<file path="src/rtl/cpu_types_pkg.sv">
// Shared CPU datapath types: memory word and the RAM status encoding.
package cpu_types_pkg;

   typedef logic [31:0] word_t;

   typedef enum logic [1:0] {
      FREE   = 2'd0,
      BUSY   = 2'd1,
      ACCESS = 2'd2,
      ERROR  = 2'd3
   } ramstate_t;

endpackage

</file>
<file path="src/rtl/memory_control.sv">
// Single-port RAM arbiter between icache and dcache: dcache has priority, but a
// waiting icache is forced through after STARVE_LIMIT consecutive dcache grants.
module memory_control
   import cpu_types_pkg::*;
#(
   parameter int STARVE_LIMIT = 4
)
(
   input  logic      CLK,
   input  logic      nRST,
   input  logic      iREN,
   input  word_t     iaddr,
   input  logic      dREN,
   input  logic      dWEN,
   input  word_t     daddr,
   input  word_t     dstore,
   output logic      iwait,
   output logic      dwait,
   output word_t     iload,
   output word_t     dload,
   output logic      ramREN,
   output logic      ramWEN,
   output word_t     ramaddr,
   output word_t     ramstore,
   input  word_t     ramload,
   input  ramstate_t ramstate
);

   typedef enum logic [1:0] {
      IDLE   = 2'd0,
      DSERVE = 2'd1,
      ISERVE = 2'd2
   } state_t;

   localparam logic [2:0] LIMIT = 3'(STARVE_LIMIT);

   state_t     state_r;
   state_t     next_s;
   logic [2:0] grant_cnt_r;
   logic       dreq_s;
   logic       d_done_s;
   logic       i_done_s;

   assign iload = ramload;
   assign dload = ramload;

   // FSM state and starvation counter
   always_ff @(posedge CLK or negedge nRST) begin
      if (!nRST) begin
         state_r     <= IDLE;
         grant_cnt_r <= 3'd0;
      end else begin
         state_r <= next_s;
         if (!iREN) begin
            grant_cnt_r <= 3'd0;
         end else if (i_done_s) begin
            grant_cnt_r <= 3'd0;
         end else if (d_done_s && (grant_cnt_r != 3'd7)) begin
            grant_cnt_r <= grant_cnt_r + 3'd1;
         end else begin
            grant_cnt_r <= grant_cnt_r;
         end
      end
   end

   // Next-state decode and RAM-side / wait outputs
   always_comb begin
      next_s   = state_r;
      ramREN   = 1'b0;
      ramWEN   = 1'b0;
      ramaddr  = 32'd0;
      ramstore = 32'd0;
      iwait    = 1'b1;
      dwait    = 1'b1;
      d_done_s = 1'b0;
      i_done_s = 1'b0;
      dreq_s   = dREN | dWEN;

      case (state_r)
         IDLE: begin
            if (iREN && (grant_cnt_r == LIMIT)) begin
               next_s = ISERVE;
            end else if (dreq_s) begin
               next_s = DSERVE;
            end else if (iREN) begin
               next_s = ISERVE;
            end else begin
               next_s = IDLE;
            end
         end
         DSERVE: begin
            // a withdrawn request releases the RAM without a wait pulse
            if (!dreq_s) begin
               next_s = IDLE;
            end else begin
               ramaddr  = daddr;
               ramstore = dstore;
               ramWEN   = dWEN;
               ramREN   = dREN & ~dWEN;
               if (ramstate == ACCESS) begin
                  dwait    = 1'b0;
                  d_done_s = 1'b1;
                  next_s   = IDLE;
               end else begin
                  next_s = DSERVE;
               end
            end
         end
         ISERVE: begin
            if (!iREN) begin
               next_s = IDLE;
            end else begin
               ramaddr = iaddr;
               ramREN  = 1'b1;
               if (ramstate == ACCESS) begin
                  iwait    = 1'b0;
                  i_done_s = 1'b1;
                  next_s   = IDLE;
               end else begin
                  next_s = ISERVE;
               end
            end
         end
         default: begin
            next_s = IDLE;
         end
      endcase
   end

endmodule

</file>
<file path="config.mk">
export PLATFORM = sky130hd
export DESIGN_NAME = memory_control
export DESIGN_NICKNAME = d
export VERILOG_FILES = /design/src/rtl/cpu_types_pkg.sv /design/src/rtl/memory_control.sv
export SDC_FILE = /design/constraint.sdc
export NUM_CORES = 1
export LEC_CHECK = 0
export BUFFER_PORTS_ARGS = -buffer_cell sky130_fd_sc_hd__buf_2
export CAP_MARGIN = 30
export CORE_AREA = 2 2 105 107
export DETAILED_ROUTE_END_ITERATION = 10
export DIE_AREA = 0 0 107 109
export PLACE_DENSITY = 0.57
export SLEW_MARGIN = 10
export SYNTH_ARGS = -nofsm -noshare
export SYNTH_HDL_FRONTEND = slang
export SYNTH_SLANG_ARGS = --single-unit
</file>
<file path="constraint.sdc">
create_clock -name CLK -period 1.7 [get_ports CLK]
set_input_delay 0.34 -clock CLK [delete_from_list [all_inputs] [get_ports CLK]]
set_output_delay 0.34 -clock CLK [all_outputs]
set_load 0.01 [all_outputs]
</file>
==> run summary <==
# IOs: 267
Setup Skew: 0.00263 ns
Total number of vias: 2046
Vias per cell: 4.23
Core Area: 0.0106 mm2
CTS max path bufs: 2
Dpl ws: -0.0664 ns
Share of post-route cells with drive strength above 1: 79.1%
CP max stage cell: dfrtp_1
Initial antenna violation count: 0
Nets: 487
Placer Congestion: 0.736
Area fraction of the dominant cell type after synthesis: 29.6%
CP Cell Sequence: buf_6, ha_4, o21a_4, buf_12, clkbuf_16, a22oi_2, nor2b_1, buf_2
Die Ht: 109 um
Crit path max-delay family: buffers and inverters
Post-DP Area: 0.00225 mm2
CTS H-tree depth: 1
Yosys top cell by area: buf_4
Setup CP Type: flip-flop to primary output
TritonRoute pass-1 iters: 4
Worst VDD drop: 0.000468 V
Initial Utilization: 16.0%
Slew HR: 72.6%
RSZ-0062 raised after global routing: yes
CP max FO: 5
IO buf count: 170
Final Hold Fails: 0
Minimum clock period: 2.02 ns
Synth cell types: 25
Worst setup margin: -0.322 ns
Cell area after layout: 0.00309 mm2
Worst-margin pin slew: 0.407 ns
Max-Cap Viols: 0
Num Clock Sinks: 5
Die Span X: 107 um
Mapped Nets: 362
Fmax: 0.495 GHz
Final setup TNS: -16.81 ns
Ys async rst share: 100%
Outcome: finished with violations
Drt total wl: 8290 um
Post-synth EDFFs: 0
# setup viols final: 67
Ys Warns: 0
Global-route usage over all layers: 11.1%
ANT nets after route: 0
Vias in the first global route: 1905
Max incr delay on CP: 0.38 ns
Global-route wire length before repair: 9960 um
Clock tree root buffer cell: clkbuf_8
Dominant synthesized flop cell: dfrtp_1
Area delta synth->final: 81.4%
WP data required: 1.36 ns
Drt wl/cell: 17.1 um
Post-DP HPWL: 5370 um
Placement row count: 38
Fin crit share: 119%
TritonCTS clock tree: yes
PD cells: 965 mW/mm2
Post-synthesis register bit count: 5
Max-slew violations: 0
Largest net degree at the start of global routing: 34
Crit path capture type: primary output
Syn_area_per_cell: 7.73 um2
Mapped Cells: 220
Worst endpoint data arrival time: 1.68 ns
Initial DRC count: 96
Tot Pwr: 2.98 mW
Failing checks: setup timing
Reg clk slew, reported paths: 0.03 ns
Path type of the worst min-delay path: input pin to flip-flop
CP Buf/Inv Count: 4
Sequential share of the synthesized area: 7.35%
Gr ovfl total: 0
Mapped cell area: 0.00170 mm2
Pleak: 1.49 nW
Die area: 0.0117 mm2
Ant diodes: 0
Post-route DRC violation count: 0
Worst-Skew Late Latency: 0.22 ns
CP startpoint kind: flip-flop
Top post-synthesis cells by area: buf_4 30%, a22oi_1 15%, nor2b_1 12%
Num CTS Buffers: 3
worst paths after layout:
| check | start | end | slack [ns] | cells past startpoint |
|---|---|---|---|---|
| min reg2reg | grant_cnt_r[1] | grant_cnt_r[1] | 0.59 | 2 |
| max in group asynchronous | nRST | state_r[1] | 1.08 | 2 |
| max reg2reg | grant_cnt_r[0] | grant_cnt_r[0] | 0.10 | 5 |
| min in group asynchronous | nRST | grant_cnt_r[0] | 0.48 | 2 |
| min | iREN | state_r[1] | 0.42 | 2 |
| max | state_r[0] | ramaddr[27] | -0.32 | 8 |
layer usage:
layer / global-route usage (%) / wire, um / part of all wire, %
met1: 12.0 / 3160 / 38
met2: 21.1 / 4140 / 50
met3: 1.61 / 650 / 7.8
met4: 5.47 / 327 / 3.9
met5: 0 / 0 / 0
where the power goes:
| part | switching (mW) | leakage [nW] | internal [mW] |
|---|---|---|---|
| Sequential | 0.0109 | 0.0671 | 0.134 |
| Combinational | 1.08 | 1.40 | 1.54 |
| Clock | 0.0620 | 0.0228 | 0.161 |
| Total | 1.15 | 1.49 | 1.83 |
cell families (layout without fill, tap and decap cells):
group	count (synthesis)	in the layout	synth area share [%]
buffers and inverters	83	207	36.3
AOI/OAI and AO/OA	45	45	19.2
and+or+nand+nor	80	80	32.0
DFF	5	5	7.35
adders and majority gates	7	7	5.15
what timing repair did:
item | in CTS | in global routing
gates cloned | 4 | 7
endpoints found under the hold margin | 5 | 0
pin swaps | 1 | 40
hold buffers | 1 | 0
setup buffers | 4 | 4
gates resized for setup | 51 | 47
endpoints found under the setup margin | 67 | 67
cell usage after synthesis (all sizes together), types with 2 or more instances:
cell,instances
a21oi,3
nand2,2
ha,7
nor2b,33
o21a,2
nand3,4
a22oi,34
o21ai,5
buf,75
and2,34
nor3b,2
dfrtp,5
inv,5
clkbuf,3
state kept, by name, summed over array words and instances (netlist names):
signal,cells
state_r,2
grant_cnt_r,3
layout make-up:
cell class	count	area, um2
fill	1121	7520
timing repair buffer	198	1530
multi-input combinational	132	1190
tap	140	175
sequential	5	125
clock buffer	4	45.0
inverter	5	18.8
placed cells by master, fill, tap and decap left out:
| master | count |
|---|---|
| buf_4 | 9 |
| o21ai_0 | 5 |
| ha_1 | 4 |
| nor2_1 | 1 |
| o21a_4 | 1 |
| clkbuf_8 | 3 |
| nand2_2 | 1 |
| a22oi_2 | 32 |
| a22oi_1 | 2 |
| inv_2 | 1 |
| buf_2 | 137 |
| inv_1 | 4 |
| or3b_1 | 1 |
| o21a_1 | 1 |
| buf_6 | 34 |
| nor3_1 | 1 |
| nor2b_1 | 33 |
| nor3b_1 | 2 |
| a21oi_1 | 3 |
| nand2_4 | 1 |
| dfrtp_1 | 5 |
| and2_4 | 33 |
| clkbuf_1 | 1 |
| ha_4 | 2 |
| nand2b_1 | 1 |
| o2bb2ai_1 | 1 |
| dlygate4sd3_1 | 1 |
| and3b_1 | 1 |
| and2_1 | 1 |
| buf_8 | 1 |
| buf_12 | 7 |
| clkbuf_16 | 6 |
| nand3_1 | 4 |
| buf_16 | 3 |
| ha_2 | 1 |
stage by stage:
step,util [%],std cells,hold WS (ns)
detailed placement,21.2,461,0.175
global route,29.1,484,0.427
floorplan,-,220,0.0444
CTS,25.3,474,0.418
finish,29.1,484,0.419
global placement,21.2,461,0.170
No activity file was read; power rests on OpenSTA's default activity.
